## src/rtl/ifu_if.sv

```systemverilog
// Fetch-side bus bundle: instruction-memory request/response channel,
// decode-facing instruction channel and the execute redirect.
// The master modport is the fetch unit; the slave modport is its environment
// (memory, decode and execute taken together).
interface ifu_if #(
  parameter int XLEN = 64
);

  // Control-flow redirect from execute
  logic            redirect;
  logic [XLEN-1:0] redirect_pc;

  // Instruction memory request channel
  logic            imem_req_valid;
  logic            imem_req_ready;
  logic [XLEN-1:0] imem_req_addr;

  // Instruction memory response channel (always accepted)
  logic            imem_resp_valid;
  logic [31:0]     imem_resp_data;
  logic            imem_resp_err;

  // Decode-facing instruction channel
  logic            inst_valid;
  logic            inst_ready;
  logic [31:0]     inst;
  logic [XLEN-1:0] inst_pc;
  logic [1:0]      inst_err;

  modport master (
    input  redirect,
    input  redirect_pc,
    output imem_req_valid,
    input  imem_req_ready,
    output imem_req_addr,
    input  imem_resp_valid,
    input  imem_resp_data,
    input  imem_resp_err,
    output inst_valid,
    input  inst_ready,
    output inst,
    output inst_pc,
    output inst_err
  );

  modport slave (
    output redirect,
    output redirect_pc,
    input  imem_req_valid,
    output imem_req_ready,
    input  imem_req_addr,
    output imem_resp_valid,
    output imem_resp_data,
    output imem_resp_err,
    input  inst_valid,
    output inst_ready,
    input  inst,
    input  inst_pc,
    input  inst_err
  );

endinterface

```

## src/rtl/ifu.sv

```systemverilog
// Instruction fetch unit.
// Owns the architectural PC and keeps at most one instruction read
// outstanding. Each fetched word is parked in a registered output slot
// until decode takes it. A redirect from execute always wins: it retargets
// the PC, drops any held word and marks an in-flight read for discard.
// A misaligned redirect target never reaches memory; it is reported to
// decode as a NOP carrying the misaligned-fetch error code.
module ifu #(
  parameter int              XLEN     = 64,
  parameter logic [XLEN-1:0] RESET_PC = XLEN'(64'h0000_0000_8000_0000)
) (
  input  logic   clk,
  input  logic   rst_n,
  ifu_if.master  bus
);

  typedef enum logic [1:0] {
    REQ  = 2'd0,   // presenting a read request at pc
    WAIT = 2'd1,   // one read outstanding
    HOLD = 2'd2    // output slot full, waiting for decode
  } state_t;

  localparam logic [31:0]     NOP_INST       = 32'h0000_0013;
  localparam logic [1:0]      ERR_NONE       = 2'd0;
  localparam logic [1:0]      ERR_MISALIGNED = 2'd1;
  localparam logic [1:0]      ERR_ACCESS     = 2'd2;
  localparam logic [XLEN-1:0] PC_STEP        = {{(XLEN-3){1'b0}}, 3'b100};
  localparam logic [XLEN-1:0] PC_ZERO        = {XLEN{1'b0}};

  // Instruction addresses must be word aligned.
  function automatic logic is_misaligned(input logic [XLEN-1:0] addr);
    return addr[1:0] != 2'b00;
  endfunction

  // Map a memory access-fault flag onto the decode error code.
  function automatic logic [1:0] resp_err_code(input logic fault);
    return fault ? ERR_ACCESS : ERR_NONE;
  endfunction

  state_t          state_r;
  logic [XLEN-1:0] pc_r;
  logic            kill_r;      // outstanding read is stale, discard it
  logic            mis_r;       // stale read hides a misaligned redirect
  logic            inst_valid_r;
  logic [31:0]     inst_r;
  logic [XLEN-1:0] inst_pc_r;
  logic [1:0]      inst_err_r;

  logic in_flight;      // a read will still be outstanding after this edge
  logic redirect_mis;   // current redirect target is misaligned

  // Decide whether a redirect this cycle leaves a read in flight behind it.
  always_comb begin
    in_flight    = 1'b0;
    redirect_mis = is_misaligned(bus.redirect_pc);
    if (state_r == REQ) begin
      in_flight = bus.imem_req_ready;
    end else if (state_r == WAIT) begin
      in_flight = !bus.imem_resp_valid;
    end else begin
      in_flight = 1'b0;
    end
  end

  // Fetch FSM: PC, kill tracking and the registered decode-facing slot.
  always_ff @(posedge clk) begin
    if (!rst_n) begin
      state_r      <= REQ;
      pc_r         <= RESET_PC;
      kill_r       <= 1'b0;
      mis_r        <= 1'b0;
      inst_valid_r <= 1'b0;
      inst_r       <= 32'h0000_0000;
      inst_pc_r    <= PC_ZERO;
      inst_err_r   <= ERR_NONE;
    end else if (bus.redirect) begin
      // Redirect beats everything, including a same-cycle decode accept.
      pc_r         <= bus.redirect_pc;
      inst_valid_r <= 1'b0;
      if (in_flight) begin
        // Let the stale read drain first; remember if the target was bad.
        state_r <= WAIT;
        kill_r  <= 1'b1;
        mis_r   <= redirect_mis;
      end else if (redirect_mis) begin
        // Nothing to drain: report the misaligned target immediately.
        state_r      <= HOLD;
        kill_r       <= 1'b0;
        mis_r        <= 1'b0;
        inst_valid_r <= 1'b1;
        inst_r       <= NOP_INST;
        inst_pc_r    <= bus.redirect_pc;
        inst_err_r   <= ERR_MISALIGNED;
      end else begin
        state_r <= REQ;
        kill_r  <= 1'b0;
        mis_r   <= 1'b0;
      end
    end else begin
      case (state_r)
        REQ: begin
          if (bus.imem_req_ready) begin
            state_r <= WAIT;
          end else begin
            state_r <= REQ;
          end
        end
        WAIT: begin
          if (bus.imem_resp_valid) begin
            if (kill_r) begin
              // Stale response: throw it away.
              kill_r <= 1'b0;
              mis_r  <= 1'b0;
              if (mis_r) begin
                state_r      <= HOLD;
                inst_valid_r <= 1'b1;
                inst_r       <= NOP_INST;
                inst_pc_r    <= pc_r;
                inst_err_r   <= ERR_MISALIGNED;
              end else begin
                state_r <= REQ;
              end
            end else begin
              state_r      <= HOLD;
              inst_valid_r <= 1'b1;
              inst_r       <= bus.imem_resp_data;
              inst_pc_r    <= pc_r;
              inst_err_r   <= resp_err_code(bus.imem_resp_err);
            end
          end else begin
            state_r <= WAIT;
          end
        end
        HOLD: begin
          if (inst_valid_r && bus.inst_ready) begin
            inst_valid_r <= 1'b0;
            pc_r         <= pc_r + PC_STEP;
            state_r      <= REQ;
          end else begin
            state_r <= HOLD;
          end
        end
        default: begin
          state_r      <= REQ;
          kill_r       <= 1'b0;
          mis_r        <= 1'b0;
          inst_valid_r <= 1'b0;
        end
      endcase
    end
  end

  // Request side is a direct decode of state and pc; decode side is registered.
  always_comb begin
    bus.imem_req_valid = (state_r == REQ);
    bus.imem_req_addr  = pc_r;
    bus.inst_valid     = inst_valid_r;
    bus.inst           = inst_r;
    bus.inst_pc        = inst_pc_r;
    bus.inst_err       = inst_err_r;
  end

endmodule

```

## src/flat_wrapper.sv

```systemverilog
// flat-port wrapper written by rule: the top's interface ports become plain ports
module ifu_flat 
#(
  parameter int              XLEN     = 64,
  parameter logic [XLEN-1:0] RESET_PC = XLEN'(64'h0000_0000_8000_0000)
)
  (clk, rst_n, bus_redirect, bus_redirect_pc, bus_imem_req_valid, bus_imem_req_ready, bus_imem_req_addr, bus_imem_resp_valid, bus_imem_resp_data, bus_imem_resp_err, bus_inst_valid, bus_inst_ready, bus_inst, bus_inst_pc, bus_inst_err);
  ifu_if #(.XLEN(XLEN)) bus_i ();
  input  logic clk;
  input  logic rst_n;
  input wire logic [$bits(bus_i.redirect)-1:0] bus_redirect;
  input wire logic [$bits(bus_i.redirect_pc)-1:0] bus_redirect_pc;
  output wire logic [$bits(bus_i.imem_req_valid)-1:0] bus_imem_req_valid;
  input wire logic [$bits(bus_i.imem_req_ready)-1:0] bus_imem_req_ready;
  output wire logic [$bits(bus_i.imem_req_addr)-1:0] bus_imem_req_addr;
  input wire logic [$bits(bus_i.imem_resp_valid)-1:0] bus_imem_resp_valid;
  input wire logic [$bits(bus_i.imem_resp_data)-1:0] bus_imem_resp_data;
  input wire logic [$bits(bus_i.imem_resp_err)-1:0] bus_imem_resp_err;
  output wire logic [$bits(bus_i.inst_valid)-1:0] bus_inst_valid;
  input wire logic [$bits(bus_i.inst_ready)-1:0] bus_inst_ready;
  output wire logic [$bits(bus_i.inst)-1:0] bus_inst;
  output wire logic [$bits(bus_i.inst_pc)-1:0] bus_inst_pc;
  output wire logic [$bits(bus_i.inst_err)-1:0] bus_inst_err;
  assign bus_i.redirect = bus_redirect;
  assign bus_i.redirect_pc = bus_redirect_pc;
  assign bus_imem_req_valid = bus_i.imem_req_valid;
  assign bus_i.imem_req_ready = bus_imem_req_ready;
  assign bus_imem_req_addr = bus_i.imem_req_addr;
  assign bus_i.imem_resp_valid = bus_imem_resp_valid;
  assign bus_i.imem_resp_data = bus_imem_resp_data;
  assign bus_i.imem_resp_err = bus_imem_resp_err;
  assign bus_inst_valid = bus_i.inst_valid;
  assign bus_i.inst_ready = bus_inst_ready;
  assign bus_inst = bus_i.inst;
  assign bus_inst_pc = bus_i.inst_pc;
  assign bus_inst_err = bus_i.inst_err;
  ifu #(.XLEN(XLEN), .RESET_PC(RESET_PC)) u_core (.clk(clk), .rst_n(rst_n), .bus(bus_i));
endmodule
```

## config.mk

```make
export PLATFORM = sky130hd
export DESIGN_NAME = ifu_flat
export DESIGN_NICKNAME = d
export VERILOG_FILES = /design/src/rtl/ifu_if.sv /design/src/rtl/ifu.sv /design/src/flat_wrapper.sv
export SDC_FILE = /design/constraint.sdc
export NUM_CORES = 1
export LEC_CHECK = 0
export ABC_AREA = 1
export BUFFER_PORTS_ARGS = -buffer_cell sky130_fd_sc_hd__buf_2
export CORE_MARGIN = 5
export CORE_UTILIZATION = 48
export CTS_BUF_LIST = sky130_fd_sc_hd__clkbuf_8
export CTS_CLUSTER_DIAMETER = 50
export DETAILED_ROUTE_END_ITERATION = 8
export PLACE_DENSITY = 0.74
export SYNTH_ARGS = -nofsm -noshare
export SYNTH_HDL_FRONTEND = slang
export SYNTH_SLANG_ARGS = --single-unit
```

## constraint.sdc

```tcl
create_clock -name clk -period 2 [get_ports clk]
set_input_delay 0.2 -clock clk [delete_from_list [all_inputs] [get_ports clk]]
set_output_delay 0.2 -clock clk [all_outputs]
set_load 0.01 [all_outputs]
```

# Word level (Yosys, flattened, before mapping)
# Index checks and enable logic that the tools add are counted.
# Widths: inputs -> output; s select.
# word_totals
ramBits,0
memories,0
ff_bits,167
latch_bits,0
rom_bits,0
word_cells,87
out_inout_bits,164
# classes
shift,0
n_mul,0
reduce_logical,14
n_mux,53
n_eq_ne,11
n_bitwise,0
magnitude_cmp,0
n_addsub,1
n_div,0
# op_table
cell,n
$mux 64,10
$mux 32,7
$add 64x3->64 const B,1
$mux 2,15
$mux 1,17
$reduce_bool 2->1,5
$ne 3x2->1 const B,2
$ne 3x3->1 const B,2
$pmux 2 s3,1
$reduce_and 5->1,1
$ne 2x1->1 const B,2
$ne 2x2->1 const B,2
$ne 4x4->1 const B,1
$pmux 1 s2,2
$reduce_and 2->1,2
$reduce_and 4->1,1
$pmux 1 s3,1
$reduce_and 3->1,1
$eq 2x1->1 const B,1
$eq 2x2->1 const B,1
$logic_not 2->1,1
$reduce_or 2->1,1
$logic_and 1x1->1,1
$logic_not 1->1,1

# Depth between registers and ports, before layout
# Gate-level depths: netlist (run 1).
# logic_depth
word_depth,5
mapped_depth,12

# Least setup slack after synthesis (run 1)
# Ideal clock, no wire load.
# synth_path
kind,register -> register
from,"register u_core.pc_r[2], in the netlist u_core.bus.imem_req_addr[2]"
to,"register u_core.pc_r[54], in the netlist u_core.bus.imem_req_addr[54]"
stages_incl_launch_ff,11
path_slack_ns,0.344
setup_ns,0.109
arrival_time_ns,1.547
path_buffers,0
path_cell_list,dfxtp_1 ha_1 nand2_2 nor2_4 nand2_2 nor2_4 nand2_2 o21ai_0 nand3_1 nand2_1 inv_1
# synth_between
elab_chain_cells,4
# synth_lines
element,line_no,rtl
from (decl),ifu.sv:41,logic [XLEN-1:0] pc_r;
from (signal assigned),ifu.sv:78,pc_r <= bus.redirect_pc;
from (signal assigned),ifu.sv:137,pc_r <= pc_r + PC_STEP;
$add 64x3->64,ifu.sv:137,
$mux 64,ifu.sv:135,if (inst_valid_r && bus.inst_ready) begin
$mux 64,ifu.sv:100,case (state_r)
$mux 64,ifu.sv:76,end else if (bus.redirect) begin
# Every way passes these cells. The select of a mux whose other input is x is not followed.
# A chain may end at the register's enable or synchronous reset.

# Worst setup path after layout (run 1)
# Ends and elaborated chain as after synthesis.

==> results.py, run 1 <==
metrics = {
    "place": {
        "place_congestion": 1.06,
        "portBuffers": 266,
        "dp_hpwl_um": 29100,
    },
    "final_layout": {
        "syn2layout_area_growth_pct": 25.1,
        "fill_cells": 2058,
        "antenna_cells": 0,
        "final_nets": 2042,
        "layout-drive-gt1-share_pct": 21.1,
        "post-route-util_pct": 61.0,
    },
    "worst_setup_path": {
        "cp.arrival_ns": 2.27,
        "crit_top_cell": "nand2_2",
        "critPathTopFamily": "simple AND/OR/NAND/NOR gates",
        "path_cells": "ha_1 > nand2_2 > nor2_4 > nand2_2 > nor2_4 > buf_12 > nand2_2 > o21ai_0 > nand3_1 > nand2_1 > inv_1",
        "worst-path-max-fanout": 7,
        "critPathKind": "flip-flop to flip-flop",
        "crit_path_start_kind": "flip-flop",
        "crit_slowest_cell": "dfxtp_2",
        "crit_path_end_kind": "flip-flop",
        "cp_slowest_stage_delay_ns": 0.39,
        "crit_required_ns": 2.38,
        "critPathBufInv": 2,
    },
    "pwr": {
        "ir_drop_uv": 377,
        "p_leak_nw": 5.85,
        "pwr_density_cell_mw_per_mm2": 667,
    },
    "cts": {
        "cts-root-buf": "clkbuf_8",
        "cts_buffers": 17,
        "tritoncts": "yes",
        "insertion_delay_ns": 0.48,
        "clk_pin_slew_ns": 0.10,
        "cts.sinks": 167,
        "htreeDepth": 4,
        "clockBufferDepth": 2,
    },
    "route": {
        "dr.max_layer_used": "met4",
        "ant_nets": 0,
        "route.met2.wl_um": 18100,
        "vias": 11914,
        "post_drt_via_cell_ratio": 5.37,
        "drt_iter0_markers": 1256,
        "route.met3.wl_um": 2710,
        "wl_per_cell_um": 17.4,
        "wl_met1_um": 16900,
        "post-route-drc-count": 0,
        "firstDrtPassIters": 5,
        "wl_um": 38600,
    },
    "synthesis": {
        "ys_types": 32,
        "yosysWarnings": 0,
        "yosys.area.top_type": "dfxtp_1",
        "synth_ff_type": "dfxtp_1",
        "synthCells": 1665,
        "avgSynthCellArea_um2": 5.95,
        "synth_area_leaders": "dfxtp_1 (34%), nand2_1 (17%), nand3_1 (9.9%), nor2_1 (9.0%), a21oi_1 (8.6%)",
        "yosys-top-cells-count": "nand2_1 (460), nor2_1 (237), nand3_1 (196), a21oi_1 (171), dfxtp_1 (167)",
        "synth.top_cell.area_share_pct": 33.8,
        "async_flop_share_pct": 0,
        "yosysMostFrequentCell": "nand2_1",
        "synthesis.nets": 1769,
        "ys_seq_area_share_pct": 33.8,
        "synth_area_mm2": 0.00990,
        "synth_edf_count": 0,
        "ys_ff_latch": 167,
    },
    "die": {
        "ios": 267,
        "std_cell_rows": 52,
        "die_w_um": 154,
        "dieHeight_um": 154,
        "initial_utilization_pct": 48.8,
        "die_area_mm2": 0.0236,
        "coreArea_mm2": 0.0203,
    },
    "sta": {
        "relSlewSlack_pct": 58.2,
        "skew_ns": 0.0131,
        "period_minus_slack_ns": 1.89,
        "fin_hold_ws_ns": 0.0216,
        "max_freq_mhz": 528,
        "setup_viol": 0,
        "tightest_slew_ns": 0.620,
        "fin_crit_sh_pct": 94.7,
        "final-hold-violation-count": 0,
        "drv_slew": 0,
    },
    "grt": {
        "grt_usage_pct": 31.3,
        "grt_max_degree": 81,
        "grt_antenna_before_repair": 0,
        "grt_pass1_wl_um": 60200,
        "grt_pass1_vias": 10959,
        "grt_overflow": 0,
    },
    "worst_hold_path": {
        "hold_class": "primary input to flip-flop",
    },
    "status": {
        "status": "completed",
    },
    "job": {
        "maxCapViolCount": 0,
    },
}
-- placed cells by master, fill, tap and decap left out, drive strengths merged --
master	n
o21ai	108
a21oi	172
dlygate4sd3	4
a41oi	9
bufinv	3
nand4	13
or2	2
ha	1
xor2	1
nand2	469
buf	347
clkinvlp	1
a31oi	10
clkinv	3
nor3	4
inv	169
o21a	3
nand3	197
dfxtp	167
o211ai	2
a311oi	1
clkbuf	18
nor2	246
-- cell families (layout without fill, tap and decap cells) --
logic type | Yosys count | after routing | share of synthesized area, %
DFF | 167 | 167 | 33.8
AOI/OAI and AO/OA | 305 | 305 | 16.2
and+or+nand+nor | 931 | 931 | 39.0
buffers and inverters | 260 | 545 | 10.8
adders and majority gates | 1 | 1 | 0.126
xor gates and xnor gates | 1 | 1 | 0.0885
-- worst register-to-register path: cells and delay by family (launching register included) --
kind / cells / cell delay (ns)
adder cells (fa/ha/maj): 1 / 0.24
AO/OA/AOI/OAI: 1 / 0.17
flip-flops: 1 / 0.39
buffers and inverters: 2 / 0.17
AND/OR/NAND/NOR: 7 / 0.81
-- per-stage QoR --
stage | setup TNS [ns] | instance area (um^2) | instances | worst slack [ns] | total power, W
CTS | 0 | 12300 | 2212 | 0.0132 | 0.00829
global placement | 0 | 11800 | 2177 | 0.0997 | 0.00553
floorplan | 0 | 9900 | 1665 | 0.344 | 0.00481
global route | -0.00488 | 12400 | 2220 | -0.00488 | 0.00868
finish | 0 | 12400 | 2220 | 0.106 | 0.00826
detailed placement | 0 | 11800 | 2177 | 0.00144 | 0.00555
-- where the power goes --
part | switching, W | leakage (nW) | internal [W] | total [W]
Sequential | 0.000181 | 1.37 | 0.00354 | 0.00372
Clock | 0.00146 | 0.215 | 0.00130 | 0.00276
Combinational | 0.00112 | 4.27 | 0.000663 | 0.00178
Total | 0.00276 | 5.85 | 0.00551 | 0.00826
-- what timing repair did --
action,in CTS,in global routing
hold endpoints to repair,4,0
gates resized for setup,0,8
setup buffers,0,8
pin swaps,1,3
endpoints found under the setup margin,2,21
hold buffers,4,0
-- flip-flops by register name (all words and copies together) (netlist names) --
name and flops:
u_core.bus.imem_req_addr 64, u_core.bus.inst_pc 64, u_core.bus.inst 32, u_core.bus.inst_err 2, u_core.state_r 2, u_core.bus.inst_valid 1
u_core.kill_r 1, u_core.mis_r 1
-- layer usage --
metal	up-vias	track usage [%]
met5	-	0
met4	0	9.63
met2	522	51.7
li1	5896	-
met1	5441	42.6
met3	55	4.13
-- cell type report --
type	count	area (um^2)	area share (%)
sequential	167	3350	27.0
multi-input combinational	1238	5510	44.5
clock inverter	13	181	1.46
tap	270	338	2.73
clock buffer	18	248	2.00
timing repair buffer	351	2150	17.3
inverter	163	614	4.96
-- final timing paths --
check | from | to | slack, ns | cells after the start
max | u_core.bus.imem_req_addr[2] | u_core.bus.imem_req_addr[54] | 0.11 | 11
min | bus_redirect_pc[3] | u_core.bus.imem_req_addr[3] | 0.02 | 3
max reg2reg | u_core.bus.imem_req_addr[2] | u_core.bus.imem_req_addr[54] | 0.11 | 11
min reg2reg | u_core.bus.inst[14] | u_core.bus.inst[14] | 0.46 | 2
Note: power is estimated with default switching activity, not from simulation.
==> run 2: changes to the inputs <==
==> constraint.sdc (replaced) <==
create_clock -name clk -period 1.95 [get_ports clk]
set_input_delay 0.0975 -clock clk [delete_from_list [all_inputs] [get_ports clk]]
set_output_delay 0.0975 -clock clk [all_outputs]
set_load 0.01 [all_outputs]
==> run 2 against run 1 <==
Net effect:
- critical path depth up 1
- utilization rose by 3.8 points
- design area grew 6.3%
- total power increased by 2.2%
- sequential share of layout area fell by 1.6 points
- clock skew grew 0.0052 ns
- die area stayed put
- hold slack worse by 0.015 ns
- combinational power increased by 9.6%
- wire length grew 1.9%
- flip-flop and latch count is the same
- via count is 3.8% higher
- critical endpoint is now u_core.bus.imem_req_addr[62]
==> results.py, run 2 (synthesized netlist as in run 1, its figures left out) <==
metrics = {
    "worst_hold_path": {
        "hold_class": "primary input to flip-flop",
    },
    "pwr": {
        "p_switching_w": 0.00287,
        "power_frac_comb_pct": 23.1,
        "pwr_density_cell_mw_per_mm2": 642,
        "p_leak_nw": 6.18,
        "seq_power_share_pct": 45.2,
        "switching_share_pct": 34.0,
        "ir_drop_uv": 386,
        "p_int_w": 0.00558,
        "p_clk_share_pct": 31.7,
        "fin_total_pwr_w": 0.00845,
    },
    "route": {
        "post-route-drc-count": 0,
        "vias": 12368,
        "wl_per_cell_um": 17.1,
        "ant_nets": 0,
        "wl_um": 39300,
        "post_drt_via_cell_ratio": 5.38,
        "drt_iter0_markers": 1293,
        "firstDrtPassIters": 5,
    },
    "status": {
        "status": "completed",
    },
    "final_layout": {
        "layout-drive-gt1-share_pct": 20.3,
        "regArea_mm2": 0.00335,
        "fill_cells": 1970,
        "final_nets": 2122,
        "multi_input_area_mm2": 0.00552,
        "final_cell_mix": "nand2_1 (459), buf_2 (265), nor2_1 (233)",
        "final_area_mm2": 0.0132,
        "syn2layout_area_growth_pct": 32.9,
        "final_common_cell": "nand2_1",
    },
    "grt": {
        "grt_overflow": 0,
        "grt_antenna_before_repair": 1,
        "grt_pass1_vias": 11379,
        "grt_pass1_wl_um": 61500,
        "grt_usage_pct": 31.9,
        "grt_max_degree": 82,
    },
    "sta": {
        "drv_slew": 0,
        "period_minus_slack_ns": 1.83,
        "final-hold-violation-count": 0,
        "setup_viol": 0,
        "rsz0062_at_grt": "true",
        "fin_crit_sh_pct": 93.8,
        "setup_slack_ns": 0.121,
        "fin_hold_ws_ns": 0.00630,
        "skew_ns": 0.0183,
        "max_freq_mhz": 547,
        "setup_tns_ns": 0,
        "relSlewSlack_pct": 64.5,
        "tightest_slew_ns": 0.527,
    },
    "die": {
        "dieHeight_um": 154,
        "die_area_mm2": 0.0236,
        "ios": 267,
        "coreArea_mm2": 0.0203,
        "std_cell_rows": 52,
        "initial_utilization_pct": 48.8,
        "die_w_um": 154,
    },
    "worst_setup_path": {
        "r2r_slack_ns": 0.12,
        "crit_path_start_kind": "flip-flop",
        "worst-path-max-fanout": 5,
        "cp.arrival_ns": 2.26,
        "critPathKind": "flip-flop to flip-flop",
        "crit_required_ns": 2.38,
        "crit_path_end_kind": "flip-flop",
    },
    "cts": {
        "clk_pin_slew_ns": 0.10,
        "clockBufferDepth": 2,
        "htreeDepth": 4,
        "cts_buffers": 17,
        "cts.sinks": 167,
        "tritoncts": "yes",
        "insertion_delay_ns": 0.48,
        "cts-root-buf": "clkbuf_8",
    },
    "place": {
        "place_area_mm2": 0.0118,
        "dp_hpwl_um": 28600,
        "dp_slack_ns": 0.0309,
        "place_congestion": 0.974,
        "portBuffers": 266,
    },
    "job": {
        "maxCapViolCount": 0,
    },
}
-- run 2: stage by stage --
stage / cells / util [%]
CTS: 2294 / 64.4
floorplan: 1665 / -
finish: 2301 / 64.8
global placement: 2179 / 58.3
detailed placement: 2179 / 58.3
global route: 2301 / 64.8
-- run 2: critical path, stage by stage, from the launching register on --
cell     delay, ns
dfxtp_2       0.37
ha_2          0.20
nand2_2       0.07
nor2_4        0.20
nand2_4       0.12
inv_1         0.10
nand2_1       0.11
nor2_1        0.12
buf_4         0.15
nand3_1       0.09
nand3_1       0.11
nand2_1       0.06
inv_1         0.05
-- run 2: final timing paths --
check / end / cells past startpoint / startpoint
max: u_core.bus.imem_req_addr[62] / 12 / u_core.bus.imem_req_addr[3]
min: u_core.bus.inst[11] / 5 / bus_imem_resp_data[11]
max reg2reg: u_core.bus.imem_req_addr[62] / 12 / u_core.bus.imem_req_addr[3]
min reg2reg: u_core.bus.inst_pc[15] / 2 / u_core.bus.inst_pc[15]
-- run 2: area by class of cell --
type	count	share of cell area [%]
inverter	163	4.67
multi-input combinational	1238	41.9
clock inverter	14	1.22
sequential	167	25.4
antenna	1	0.0190
timing repair buffer	431	22.4
tap	270	2.57
clock buffer	17	1.78
-- run 2: repair_timing --
item | CTS | global route
endpoints found under the setup margin | 0 | 23
resized for setup | 0 | 11
hold endpoints to repair | 87 | 0
hold buffers | 84 | 0
setup buffers | 0 | 6
-- run 2: power by group through the flow --
stage	logic (W)	registers [W]	clock network, W
6_report	0.00195	0.00382	0.00268
5_1_grt	0.00216	0.00384	0.00282
4_1_cts	0.00193	0.00381	0.00271
3_5_place_dp	0.00179	0.00389	0
3_3_place_gp	0.00177	0.00388	0
2_1_floorplan	0.000969	0.00397	0
-- run 2: metal layers --
metal / up-vias / track usage (%) / part of all wire [%] / wire length, um
met3: 90 / 5.65 / 8.6 / 3400
met2: 616 / 52.7 / 46 / 18200
met5: - / 0 / 0 / 0
met4: 0 / 11.7 / 3.6 / 1410
met1: 5595 / 42.0 / 42 / 16300
li1: 6067 / - / - / -
==> run 3: changes to the inputs <==
- GPL_TIMING_DRIVEN: default -> 0
==> run 3 against run 2 <==
Net effect:
- the run now ends with hold timing left
- setup slack lost 0.11 ns
- non-clock buffer count grew 25
- total power grew 1.2%
- global-route usage grew 5.1 points
- register-to-register slack lost 0.11 ns
- fmax shrank 5.7%
- first-iteration DRC count grew 14%
- via count grew 5.4%
- clock power is essentially flat
- flip-flop and latch count is the same
- wire length grew 17%
- sequential share of layout area grew 0.34 points
- largest cell class unchanged
==> results.py, run 3 (synthesized netlist as in run 1, its figures left out) <==
metrics = {
    "route": {
        "dr.max_layer_used": "met4",
        "firstDrtPassIters": 6,
        "route.met3.wl_um": 4610,
        "wl_per_cell_um": 19.7,
        "wl_met1_um": 18800,
        "post-route-drc-count": 0,
        "route.met2.wl_um": 20600,
        "wl_um": 45800,
        "drt_iter0_markers": 1477,
        "post_drt_via_cell_ratio": 5.60,
        "ant_nets": 0,
        "vias": 13040,
    },
    "die": {
        "die_w_um": 154,
        "coreArea_mm2": 0.0203,
        "dieHeight_um": 154,
        "initial_utilization_pct": 48.8,
        "std_cell_rows": 52,
        "ios": 267,
        "die_area_mm2": 0.0236,
    },
    "sta": {
        "drv_slew": 0,
        "relSlewSlack_pct": 30.0,
        "fin_crit_sh_pct": 99.4,
        "period_minus_slack_ns": 1.94,
        "fin_hold_ws_ns": -0.00348,
        "setup_viol": 0,
        "max_freq_mhz": 516,
        "skew_ns": 0.0139,
        "final-hold-violation-count": 1,
        "tightest_slew_ns": 1.05,
    },
    "cts": {
        "clk_pin_slew_ns": 0.10,
        "cts.sinks": 167,
        "htreeDepth": 4,
        "insertion_delay_ns": 0.48,
        "clockBufferDepth": 2,
        "tritoncts": "yes",
        "cts_buffers": 17,
        "cts-root-buf": "clkbuf_8",
    },
    "pwr": {
        "switching_share_pct": 35.1,
        "p_clk_share_pct": 31.7,
        "ir_drop_uv": 413,
        "seq_power_share_pct": 45.2,
        "pwr_density_cell_mw_per_mm2": 653,
        "power_frac_comb_pct": 23.2,
        "p_leak_nw": 6.07,
        "p_switching_w": 0.00300,
        "p_int_w": 0.00554,
    },
    "place": {
        "portBuffers": 266,
        "dp_hpwl_um": 34700,
        "place_congestion": 1.03,
    },
    "worst_setup_path": {
        "reg2reg_to": "u_core.bus.imem_req_addr[44]",
        "crit_path_start_kind": "flip-flop",
        "crit_slowest_cell": "dfxtp_1",
        "cp.arrival_ns": 2.33,
        "worst-path-max-fanout": 6,
        "crit_required_ns": 2.34,
        "critPathKind": "flip-flop to flip-flop",
        "rr_startpoint": "u_core.bus.imem_req_addr[28]",
        "path_cells": "nand2_1 > nor2_1 > nand2_1 > nor2_2 > nand3_1 > nand3_1 > nand3_1 > nand2_1 > inv_1",
        "cp_slowest_stage_delay_ns": 0.43,
        "crit_path_end_kind": "flip-flop",
        "r2r_slack_ns": 0.01,
        "reg2reg_depth": 9,
    },
    "final_layout": {
        "final_cell_mix": "nand2_1 (456), buf_2 (293), nor2_1 (210)",
        "syn2layout_area_growth_pct": 32.1,
        "final_nets": 2147,
        "layout-drive-gt1-share_pct": 20.7,
        "fill_cells": 1941,
        "post-route-util_pct": 64.4,
        "final_common_cell": "nand2_1",
    },
    "grt": {
        "grt_pass1_wl_um": 69100,
        "grt_max_degree": 17,
        "grt_overflow": 0,
        "grt_antenna_before_repair": 0,
        "grt_usage_pct": 37.0,
        "grt_pass1_vias": 12225,
    },
    "worst_hold_path": {
        "min_to": "u_core.bus.inst[11]",
        "hold_class": "primary input to flip-flop",
        "hp-start": "bus_imem_resp_data[11]",
        "holdPathStages": 5,
    },
    "status": {
        "status": "complete, but fails checks",
        "violations": "hold timing",
    },
    "job": {
        "maxCapViolCount": 0,
    },
}
==> run 3: cell count changes in the layout (fill, tap and decap cells not counted), sizes merged <==
| cell | delta |
|---|---|
| clkbuf | +53 |
| inv | +1 |
| buf | -25 |
| dlygate4sd3 | -3 |
==> run 3: cell type report <==
class / count / area [um^2] / area share [%]
tap: 270 / 338 / 2.58
clock buffer: 17 / 234 / 1.79
buffer: 97 / 469 / 3.59
timing repair buffer: 359 / 2240 / 17.2
clock inverter: 15 / 164 / 1.25
sequential: 167 / 3370 / 25.8
inverter: 163 / 612 / 4.68
antenna: 1 / 2.50 / 0.0191
multi-input combinational: 1238 / 5650 / 43.2
==> run 3: stage by stage <==
step,instances,total power [W],instance area (um^2),setup slack [ns],TNS [ns]
global route,2326,0.00889,13100,-0.00819,-0.0154
detailed placement,2201,0.00570,11600,-0.310,-8.52
floorplan,1665,0.00494,9900,0.294,0
finish,2327,0.00855,13100,0.0110,0
CTS,2321,0.00846,12900,0.00980,0
global placement,2201,0.00567,11600,-0.252,-7.27
==> run 3: worst max-delay path by stage <==
stage,startpoint,endpoint,cells past startpoint
3_3_place_gp,bus_redirect,u_core.bus.imem_req_addr[45],9
6_report,u_core.bus.imem_req_addr[28],u_core.bus.imem_req_addr[44],9
5_1_grt,u_core.bus.imem_req_addr[2],u_core.bus.imem_req_addr[38],12
3_5_place_dp,bus_redirect,u_core.bus.imem_req_addr[15],7
2_1_floorplan,u_core.bus.imem_req_addr[2],u_core.bus.imem_req_addr[54],10
4_1_cts,u_core.bus.imem_req_addr[30],u_core.bus.imem_req_addr[53],9
==> run 3: power by group through the flow <==
stage          Sequential, W  Clock (W)  Combinational, W
6_report             0.00386    0.00271           0.00198
5_1_grt              0.00388    0.00285           0.00216
4_1_cts              0.00384    0.00269           0.00192
3_5_place_dp         0.00392          0           0.00178
2_1_floorplan        0.00397          0          0.000969
3_3_place_gp         0.00391          0           0.00176
==> run 3: per-layer routing <==
layer | vias up | track usage (%)
li1 | 6113 | -
met1 | 5979 | 50.0
met2 | 824 | 59.6
met3 | 124 | 5.45
met4 | 0 | 15.1
met5 | - | 0
==> run 3: repair_timing <==
| action | in CTS | in global routing |
|---|---|---|
| gates resized for setup | 25 | 51 |
| endpoints found under the setup margin | 57 | 48 |
| pin swaps | 3 | 6 |
| hold buffers | 81 | 0 |
| buffers inserted | 7 | 5 |
| endpoints found under the hold margin | 81 | 0 |
==> run 3: worst max-delay path: cells and delay by family, from the launching register on <==
family / cells / cell delay [ns]
simple gates: 8 / 1.38
flops: 1 / 0.43
buf+inv: 1 / 0.04
